File: src/rtl/pe_stub_pkg.sv
// Shared definitions for the route-only grid PE: direction encoding and route field type.
package pe_stub_pkg;

   localparam int DIR_E = 0;
   localparam int DIR_W = 1;
   localparam int DIR_N = 2;
   localparam int DIR_S = 3;

   typedef logic [1:0] route_t;

endpackage

File: src/rtl/pe_stub_fifo.sv
// Per-input word buffer: pointer-based FIFO with an extra wrap bit to tell full from empty.
module pe_stub_fifo
   import pe_stub_pkg::*;
#(
   parameter int WIDTH = 32,
   parameter int AW    = 2
) (
   input  logic             clk,
   input  logic             reset,
   input  logic             push,
   input  logic             pop,
   input  logic [WIDTH-1:0] din,
   output logic [WIDTH-1:0] dout,
   output logic             full,
   output logic             empty
);

   localparam int DEPTH = 1 << AW;
   localparam int IW    = (AW > 0) ? AW : 1;

   logic [AW:0]      wr_ptr_q, wr_ptr_d;
   logic [AW:0]      rd_ptr_q, rd_ptr_d;
   logic [WIDTH-1:0] mem_q [DEPTH];
   logic [WIDTH-1:0] mem_d [DEPTH];
   logic [IW-1:0]    wr_idx, rd_idx;

   generate
      if (AW > 0) begin : g_idx
         assign wr_idx = wr_ptr_q[AW-1:0];
         assign rd_idx = rd_ptr_q[AW-1:0];
      end else begin : g_idx_single
         assign wr_idx = '0;
         assign rd_idx = '0;
      end
   endgenerate

   // Same slot, opposite wrap bit: writer is a full lap ahead.
   assign full  = (wr_ptr_q[AW] != rd_ptr_q[AW]) && (wr_idx == rd_idx);
   assign empty = (wr_ptr_q == rd_ptr_q);
   assign dout  = mem_q[rd_idx];

   always_comb begin
      wr_ptr_d = wr_ptr_q;
      rd_ptr_d = rd_ptr_q;
      mem_d    = mem_q;
      if (push && !full) begin
         mem_d[wr_idx] = din;
         wr_ptr_d      = wr_ptr_q + 1'b1;
      end
      if (pop && !empty) begin
         rd_ptr_d = rd_ptr_q + 1'b1;
      end
   end

   always_ff @(posedge clk) begin
      if (reset) begin
         wr_ptr_q <= '0;
         rd_ptr_q <= '0;
      end else begin
         wr_ptr_q <= wr_ptr_d;
         rd_ptr_q <= rd_ptr_d;
      end
   end

   always_ff @(posedge clk) begin
      mem_q <= mem_d;
   end

endmodule

File: src/rtl/pe_route_stub.sv
// Route-only grid PE: buffers four directional streams and forwards each to a latched output direction.
module pe_route_stub
   import pe_stub_pkg::*;
#(
   parameter int WIDTH     = 32,
   parameter int NUM_CH    = 4,
   parameter int FIFO_AW   = 2,
   parameter int CNT_WIDTH = 32
) (
   input  logic                    clk,
   input  logic                    reset,
   input  logic                    ap_start,
   output logic                    ap_idle,
   input  logic [2*NUM_CH-1:0]     route_cfg,
   input  logic [NUM_CH*WIDTH-1:0] in_data,
   input  logic [NUM_CH-1:0]       in_valid,
   output logic [NUM_CH-1:0]       in_ready,
   output logic [NUM_CH*WIDTH-1:0] out_data,
   output logic [NUM_CH-1:0]       out_valid,
   input  logic [NUM_CH-1:0]       out_ready,
   output logic [CNT_WIDTH-1:0]    fwd_count
);

   localparam int PW = $clog2(NUM_CH);

   route_t                  route_q [NUM_CH];
   route_t                  route_d [NUM_CH];
   logic                    ap_start_q, ap_start_d;
   logic [PW-1:0]           rr_q [NUM_CH];
   logic [PW-1:0]           rr_d [NUM_CH];
   logic [NUM_CH-1:0]       out_valid_q, out_valid_d;
   logic [NUM_CH*WIDTH-1:0] out_data_q, out_data_d;
   logic [CNT_WIDTH-1:0]    fwd_count_q, fwd_count_d;

   logic [NUM_CH-1:0]       fifo_full, fifo_empty, push, pop;
   logic [WIDTH-1:0]        fifo_head [NUM_CH];
   logic [PW:0]             hs_cnt;
   logic [PW-1:0]           idx;
   logic                    found;

   generate
      for (genvar i = 0; i < NUM_CH; i++) begin : g_fifo
         pe_stub_fifo #(.WIDTH(WIDTH), .AW(FIFO_AW)) u_fifo (
            .clk   (clk),
            .reset (reset),
            .push  (push[i]),
            .pop   (pop[i]),
            .din   (in_data[WIDTH*i +: WIDTH]),
            .dout  (fifo_head[i]),
            .full  (fifo_full[i]),
            .empty (fifo_empty[i])
         );
      end
   endgenerate

   // Readiness depends only on stored fullness, never on downstream out_ready.
   assign in_ready = ~fifo_full & {NUM_CH{ap_start & ~reset}};
   assign push     = in_valid & in_ready;

   assign ap_idle   = ~reset & ~ap_start & (&fifo_empty) & ~(|out_valid_q);
   assign out_valid = out_valid_q;
   assign out_data  = out_data_q;
   assign fwd_count = fwd_count_q;

   always_comb begin
      ap_start_d = ap_start;
      route_d    = route_q;
      if (ap_start && !ap_start_q) begin
         for (int i = 0; i < NUM_CH; i++) begin
            route_d[i] = route_cfg[2*i +: 2];
         end
      end
   end

   always_comb begin
      out_valid_d = out_valid_q;
      out_data_d  = out_data_q;
      rr_d        = rr_q;
      pop         = '0;
      hs_cnt      = '0;
      idx         = '0;
      found       = 1'b0;
      for (int j = 0; j < NUM_CH; j++) begin
         found = 1'b0;
         if (out_valid_q[j] && out_ready[j]) begin
            out_valid_d[j] = 1'b0;
            hs_cnt         = hs_cnt + 1'b1;
         end
         // Output register can take a new word if empty or draining this cycle.
         if (!out_valid_q[j] || out_ready[j]) begin
            for (int k = 0; k < NUM_CH; k++) begin
               idx = rr_q[j] + PW'(k);
               if (!found && !fifo_empty[idx] && route_q[idx] == route_t'(j)) begin
                  found                        = 1'b1;
                  pop[idx]                     = 1'b1;
                  out_valid_d[j]               = 1'b1;
                  out_data_d[WIDTH*j +: WIDTH] = fifo_head[idx];
                  rr_d[j]                      = idx + 1'b1;
               end
            end
         end
      end
      fwd_count_d = fwd_count_q + CNT_WIDTH'(hs_cnt);
   end

   always_ff @(posedge clk) begin
      if (reset) begin
         route_q     <= '{default: route_t'(DIR_E)};
         ap_start_q  <= 1'b0;
         rr_q        <= '{default: '0};
         out_valid_q <= '0;
         out_data_q  <= '0;
         fwd_count_q <= '0;
      end else begin
         route_q     <= route_d;
         ap_start_q  <= ap_start_d;
         rr_q        <= rr_d;
         out_valid_q <= out_valid_d;
         out_data_q  <= out_data_d;
         fwd_count_q <= fwd_count_d;
      end
   end

endmodule
File: config.mk
export PLATFORM = sky130hd
export DESIGN_NAME = pe_route_stub
export DESIGN_NICKNAME = d
export VERILOG_FILES = /design/src/rtl/pe_stub_pkg.sv /design/src/rtl/pe_stub_fifo.sv /design/src/rtl/pe_route_stub.sv
export SDC_FILE = /design/constraint.sdc
export NUM_CORES = 2
export LEC_CHECK = 0
export ABC_CLOCK_PERIOD_IN_PS = 4700
export BUFFER_PORTS_ARGS = -buffer_cell sky130_fd_sc_hd__buf_2
export CORE_AREA = 2 2 284 286
export DETAILED_ROUTE_END_ITERATION = 12
export DIE_AREA = 0 0 286 288
export GPL_TIMING_DRIVEN = 0
export MAX_ROUTING_LAYER = met4
export PLACE_DENSITY_LB_ADDON = 0.05
export SLEW_MARGIN = 30
export SYNTH_ARGS = -nofsm -noshare
export SYNTH_HDL_FRONTEND = slang
export SYNTH_SLANG_ARGS = --single-unit
export TNS_END_PERCENT = 10
File: constraint.sdc
create_clock -name clk -period 4.7 [get_ports clk]
set_input_delay 0 -clock clk [delete_from_list [all_inputs] [get_ports clk]]
set_output_delay 0 -clock clk [all_outputs]
set_load 0.05 [all_outputs]
# == Yosys cells after proc, flatten, opt, wreduce, memory -nomap -nowiden ==
# Cells that the tools add are included.
# word_totals
register_bits,717
in_bits,147
out_inout_bits,169
word_cells,632
# op_classes
addsub,36
order_cmp,60
eq_ne,24
n_mux,300
bitwise_logic,49
reduce_logical,124
# ops
operator,n
32-bit two-way mux,60
32-bit binary-select mux with 2-bit select,20
128-bit bitwise mux,4
32-bit demux with 2-bit select,4
4-bit two-way mux,32
2-bit two-way mux,48
1-bit two-way mux,81
"3-bit >= comparator, second input constant",24
2-bit inverter with 3-bit output,24
1-bit logical AND,65
2-bit binary-select mux with 2-bit select,16
4-bit OR,15
"2-bit by 3-bit < comparator with 1-bit output, second input constant",16
1-bit logical NOT,41
"3-bit by 1-bit adder with 3-bit output, second input constant",11
"2-bit by 1-bit adder with 2-bit output, second input constant",16
32-bit by 3-bit adder with 32-bit output,1
1-bit binary-select mux with 2-bit select,16
1-bit demux with 2-bit select,16
"2-bit by 1-bit >= comparator with 1-bit output, second input constant",16
"2-bit adder, second input constant",8
"2-bit == test, second input constant",8
4-bit nonzero test,4
3-bit == test,4
other kinds (14),43

# == Longest topological paths before layout ==
# logic_depth
ltp_word,60
depth_mapped,17

# == Hierarchy ==
# From an unflattened synthesis, not the netlist that was laid out.
# hier_totals
cells_unflattened,3139
area_unflattened_um2,42863.6
# by_module_without_submodules
mod,n_inst,cells_each,area_per_inst_um2,seq_area_each_um2
pe_route_stub,1,2199,22226.3,3623.5
pe_stub_fifo (g_fifo[1].u_fifo ...),3,235,5157.4,3963.8
pe_stub_fifo (g_fifo[0].u_fifo),1,235,5165.0,3963.8

# == Least setup slack after synthesis ==
# Ideal clock, no wire load.
# synth_path
path_kind,register -> register
start,register rr_q[0] (netlist bit)
end,"register out_data_q[101], in the netlist out_data[101]"
setup_ps,86
arrival_time_ps,4097
t_required_ps,4614
setup_slack_ps,517
stages_incl_launch_ff,15
path_cell_list,dfxtp_1 clkbuf_1 clkinv_1 clkbuf_1 clkbuf_1 ha_1 clkbuf_1 clkinv_1 mux4_2 o21ai_1 clkbuf_1 mux4_2 nor3_1 a21oi_1 a211oi_1
# synth_between
elab_chain_cells,23
elab_cells_between_ends,69
# synth_lines
element,line,text
from (decl),pe_route_stub.sv:29,logic [PW-1:0] rr_q [NUM_CH];
from (signal assigned),pe_route_stub.sv:117,rr_q <= rr_d;
2-bit inverter with 3-bit output (not written as such),"pe_route_stub.sv:93, pe_route_stub.sv:97",
2-bit binary-select mux with 2-bit select,pe_route_stub.sv:93,if (!found && !fifo_empty[idx] && route_q[idx] == route_t'(j)) begin
2-bit two-way mux (not written as such) (2 in series),pe_route_stub.sv:93,
2-bit == test,pe_route_stub.sv:93,
1-bit logical AND,pe_route_stub.sv:93,
1-bit two-way mux,pe_route_stub.sv:93,
1-bit two-way mux,pe_route_stub.sv:90,if (!out_valid_q[j] || out_ready[j]) begin
1-bit logical NOT,pe_route_stub.sv:93,
(+4 left out),n/a,
1-bit logical NOT,pe_route_stub.sv:93,
1-bit logical AND (2 in series),pe_route_stub.sv:93,
1-bit two-way mux,pe_route_stub.sv:93,
1-bit two-way mux,pe_route_stub.sv:90,
1-bit logical NOT,pe_route_stub.sv:93,
1-bit logical AND (2 in series),pe_route_stub.sv:93,
4-bit nonzero test (no source line),n/a,
2-bit AND reduction (no source line),n/a,
to (signal assigned),pe_route_stub.sv:119,out_data_q <= out_data_d;
to (decl),pe_route_stub.sv:32,"logic [NUM_CH*WIDTH-1:0] out_data_q, out_data_d;"
# Parallel ways exist; a longest one is shown, timed or not. The select of a mux whose other input is x is not followed.
# A chain may end at the register's enable or synchronous reset.

# == Worst setup path after layout ==
# layout_path
start,register rr_q[6] (netlist bit)
end,"register out_data_q[1], in the netlist out_data[1]"
# layout_between
elab_chain_cells,23
elab_cells_between_ends,69
# layout_lines
element,line
2-bit inverter with 3-bit output (not written as such),"pe_route_stub.sv:93, pe_route_stub.sv:97"
2-bit binary-select mux with 2-bit select,pe_route_stub.sv:93
2-bit two-way mux (not written as such) (2 in series),pe_route_stub.sv:93
2-bit logical NOT,pe_route_stub.sv:93
1-bit logical AND,pe_route_stub.sv:93
1-bit two-way mux,pe_route_stub.sv:93
1-bit two-way mux,pe_route_stub.sv:90
1-bit logical NOT,pe_route_stub.sv:93
(+4 left out),n/a
1-bit logical NOT,pe_route_stub.sv:93
1-bit logical AND (2 in series),pe_route_stub.sv:93
1-bit two-way mux,pe_route_stub.sv:93
1-bit two-way mux,pe_route_stub.sv:90
1-bit logical NOT,pe_route_stub.sv:93
1-bit logical AND (2 in series),pe_route_stub.sv:93
4-bit nonzero test (no source line),n/a
2-bit AND reduction (no source line),n/a
# Parallel ways exist; a longest one is shown, timed or not. The select of a mux whose other input is x is not followed.

==> reports/metrics.cfg <==
[outcome]
outcome = finished clean

[global_route]
first_global_vias = 32249
grt_util_met3_pct = 6.27
gr-total-overflow = 0
grt_start_max_net_pins = 26
number_of_antenna_violations_at_the_first_check_in_global_routing = 9
grtUsageTotal_pct = 36.6
met2_usage_pct = 54.4
grt-busiest-layer = met2
grt_met1_usage_pct = 50.5
grt_pass1_wl_um = 215000

[setup_path]
reg2reg_setup_slack_ns = 0.08
cp_data_arrival_time_ns = 5.12
critPathRequiredTime_ns = 5.20
worst_r2r_path_depth = 14
worstSetupStartpoint = rr_q[6]
reg2reg_from = rr_q[6]
critical_path.reg2reg.endpoint = out_data[1]
crit_path_end_kind = flop
critical_path_peak_fanout = 13
worst-setup-path-type = flop to flop
endpoint = out_data[1]
critical_path.startpoint_type = flop

[floorplan]
core_region_area_mm2 = 0.0796
initial_core_util_pct = 53.4
die_extent_in_x_um = 286
die_y_um = 288
boundaryPins = 316
std_cell_rows = 104
die_area_mm2 = 0.0824

[layout]
nets = 4165
final_cell_area_mm2 = 0.0499
fin_util_pct = 62.7
mostFrequentLayoutCell = sky130_fd_sc_hd__edfxtp_1
area_growth_syn_to_layout_pct = 17.3
post_route_cells_drive_above_1_share_pct = 25.5
fillCellCount = 6223
most-common-layout-cells = 512 x sky130_fd_sc_hd__edfxtp_1, 470 x sky130_fd_sc_hd__nor2_1, 454 x sky130_fd_sc_hd__mux4_2, 342 x sky130_fd_sc_hd__buf_2, 329 x sky130_fd_sc_hd__clkbuf_1

[yosys]
cells_after_synth = 3416
yosysWarningCount = 0
async_reset_ff_share_pct = 0
yosysTopAreaCellShare_pct = 36.2
yosysSeqAreaShare_pct = 45.8
synth_register_bits = 717
dominant_cells_by_area_after_synthesis = sky130_fd_sc_hd__edfxtp_1 36%, sky130_fd_sc_hd__mux4_2 24%, sky130_fd_sc_hd__dfxtp_1 9.7%
per_instance_average_area_after_synthesis_um2 = 12.4
synth_largest_area_cell = sky130_fd_sc_hd__edfxtp_1
post_synth_instance_area_mm2 = 0.0425
synth_enable_flop_cells = 512
netlist-cell-type-count = 63
synth_nets = 3614
dominantRegCellSynth = sky130_fd_sc_hd__edfxtp_1

[pwr]
swShare_pct = 35.4
cellLeakagePower_nw = 17.7
power_report.internal_total_mw = 13.0
switchingPower_mw = 7.11
seq_power_share_pct = 36.0
power_density_mw_per_mm2 = 402
comb_power_share_pct = 34.6
power.clock.fraction_pct = 29.3
vdd_drop_max_mv = 0.384

[drt]
drt-pass1-iter-count = 6
wl_per_cell_um = 28.9
avgViaCountPerCell = 6.57
wl_um = 147000
via_count = 33495
drcViolationCount = 0
antenna_left = 0
drt_iter0_markers = 4427

[place]
placed_wire_length_estimate_after_detailed_placement_um = 116000
port-buffer-count = 315
placedInstanceArea_mm2 = 0.0458
gp_congestion = 1.06

[timing]
timing.max_slew.rel_slack_pct = 26.0
fin_crit_ns = 4.62
fin_crit_sh_pct = 98.4
clock.fmax_mhz = 216
setup_viol = 0
finalMaxSlewViolations = 0
hold_violations = 0
tightest_slew_ns = 1.11
fin_setup_tns_ns = 0
fin_hold_ws_ns = 0.0491
fin_skew_ns = 0.0377

[clock_tree]
root_buffer_selected_by_cts = sky130_fd_sc_hd__clkbuf_16
tritoncts_num_sinks = 717
tritoncts = built
clock_h_tree_levels = 3
cts_buffers = 76
clk_pin_slew_ns = 0.06
worstSkewPairLatency_ns = 0.66
clockBufferDepth = 3

[job]
maxCapViolations = 0

[min_path]
whs_path_depth = 4
hold_path_class = primary input to flop

-- layer usage --
| layer | up-vias | share of wire, % |
|---|---|---|
| li1 | 14305 | - |
| met3 | 259 | 9.8 |
| met1 | 16924 | 40 |
| met5 | - | 0 |
| met4 | 0 | 4.5 |
| met2 | 2007 | 45 |
-- flip-flops by register name, summed over array words and instances (netlist names) --
register                count
out_data                  128
rr_q                        8
g_fifo.u_fifo.rd_ptr_q     12
g_fifo.u_fifo.wr_ptr_q     12
route_q                     8
fwd_count                  32
g_fifo.u_fifo.mem_q       512
out_valid                   4
ap_start_q                  1
-- area by class of cell --
cell class	count	area (µm²)	area share, %
Antenna cell	8	20.0	0.0401
Buffer	399	1670	3.35
Clock buffer	97	2030	4.07
Clock inverter	41	433	0.868
Inverter	37	145	0.291
Multi-Input combinational cell	2260	21400	43.0
Sequential cell	717	19500	39.0
Tap cell	1060	1330	2.66
Timing Repair Buffer	476	3360	6.74
-- cell usage after synthesis, types with 7 or more instances --
cell,number
sky130_fd_sc_hd__and2_1,132
sky130_fd_sc_hd__xor2_1,24
sky130_fd_sc_hd__inv_1,31
sky130_fd_sc_hd__and2_0,64
sky130_fd_sc_hd__nor3_1,147
sky130_fd_sc_hd__buf_2,25
sky130_fd_sc_hd__o21ai_0,27
sky130_fd_sc_hd__mux2_1,7
sky130_fd_sc_hd__dfxtp_1,205
sky130_fd_sc_hd__o22ai_1,67
sky130_fd_sc_hd__clkbuf_1,346
sky130_fd_sc_hd__nor2b_1,21
sky130_fd_sc_hd__ha_1,50
sky130_fd_sc_hd__or3_1,9
sky130_fd_sc_hd__o21ai_1,38
sky130_fd_sc_hd__buf_1,19
sky130_fd_sc_hd__buf_6,10
sky130_fd_sc_hd__a31oi_1,10
sky130_fd_sc_hd__o211ai_1,13
sky130_fd_sc_hd__o311ai_1,40
sky130_fd_sc_hd__nor2_1,470
sky130_fd_sc_hd__nand3_1,18
sky130_fd_sc_hd__edfxtp_1,512
sky130_fd_sc_hd__a211oi_1,172
sky130_fd_sc_hd__xnor2_1,29
sky130_fd_sc_hd__and3_1,38
sky130_fd_sc_hd__a21oi_1,106
sky130_fd_sc_hd__a311oi_1,10
sky130_fd_sc_hd__mux2i_1,142
sky130_fd_sc_hd__nand2_1,89
sky130_fd_sc_hd__nand2b_1,15
sky130_fd_sc_hd__mux4_2,454
-- cells by family after synthesis --
family | count (synthesis) | share of synthesized area (%)
and+or+nand+nor | 1018 | 11.2
DFF | 717 | 45.8
muxes | 610 | 27.8
AOI/OAI and AO/OA | 524 | 8.27
buffers and inverters | 439 | 4.14
xor gates and xnor gates | 57 | 1.24
adders and majority gates | 51 | 1.52
-- power by group through the flow --
stage	logic (mW)	clock network [mW]	registers, mW
after floorplan	4.11	0	8.02
after global placement	6.56	0	7.33
after detailed placement	6.67	0	7.35
after CTS	6.81	5.96	7.22
after global routing	7.36	6.19	7.25
final	6.95	5.88	7.23
-- worst min-delay path by stage --
stage	from	slack, ns	to
6_report	out_ready[0]	0.05	out_valid[0]
5_1_grt	out_ready[0]	0.08	out_valid[0]
4_1_cts	out_ready[0]	0.03	out_valid[0]
3_5_place_dp	in_data[16]	0.22	g_fifo[0].u_fifo.mem_q[48]
3_3_place_gp	in_data[4]	0.21	g_fifo[0].u_fifo.mem_q[100]
2_1_floorplan	in_data[0]	0.1	g_fifo[0].u_fifo.mem_q[0]
-- worst max-delay path: stages (launching register included) --
cell and delay (ns):
sky130_fd_sc_hd__dfxtp_1 0.51, sky130_fd_sc_hd__clkbuf_4 0.33, sky130_fd_sc_hd__inv_1 0.20, sky130_fd_sc_hd__clkbuf_2 0.27, sky130_fd_sc_hd__clkbuf_2 0.33, sky130_fd_sc_hd__ha_1 0.44
sky130_fd_sc_hd__clkinv_2 0.17, sky130_fd_sc_hd__mux4_2 0.59, sky130_fd_sc_hd__nor3_1 0.26, sky130_fd_sc_hd__o21ai_2 0.19, sky130_fd_sc_hd__buf_1 0.30, sky130_fd_sc_hd__a211oi_1 0.26
sky130_fd_sc_hd__nor3_1 0.09, sky130_fd_sc_hd__a211oi_1 0.43, sky130_fd_sc_hd__nor3_1 0.10
-- repair_timing --
item,CTS,global route
setup endpoints to repair,113,109
endpoints found under the hold margin,647,0
gates resized for setup,31,37
hold buffers,145,0
buffers inserted,0,0
pin swaps,0,1
-- metrics by stage --
stage	instances	total power, mW	setup slack [ns]
finish	5095	20.1	0.0756
global route	5095	20.8	-0.0698
CTS	5088	20.0	-0.00505
detailed placement	4807	14.0	-1.85
global placement	4791	13.9	-2.15
floorplan	3416	12.1	0.517
(Power assumes the default switching activity.)
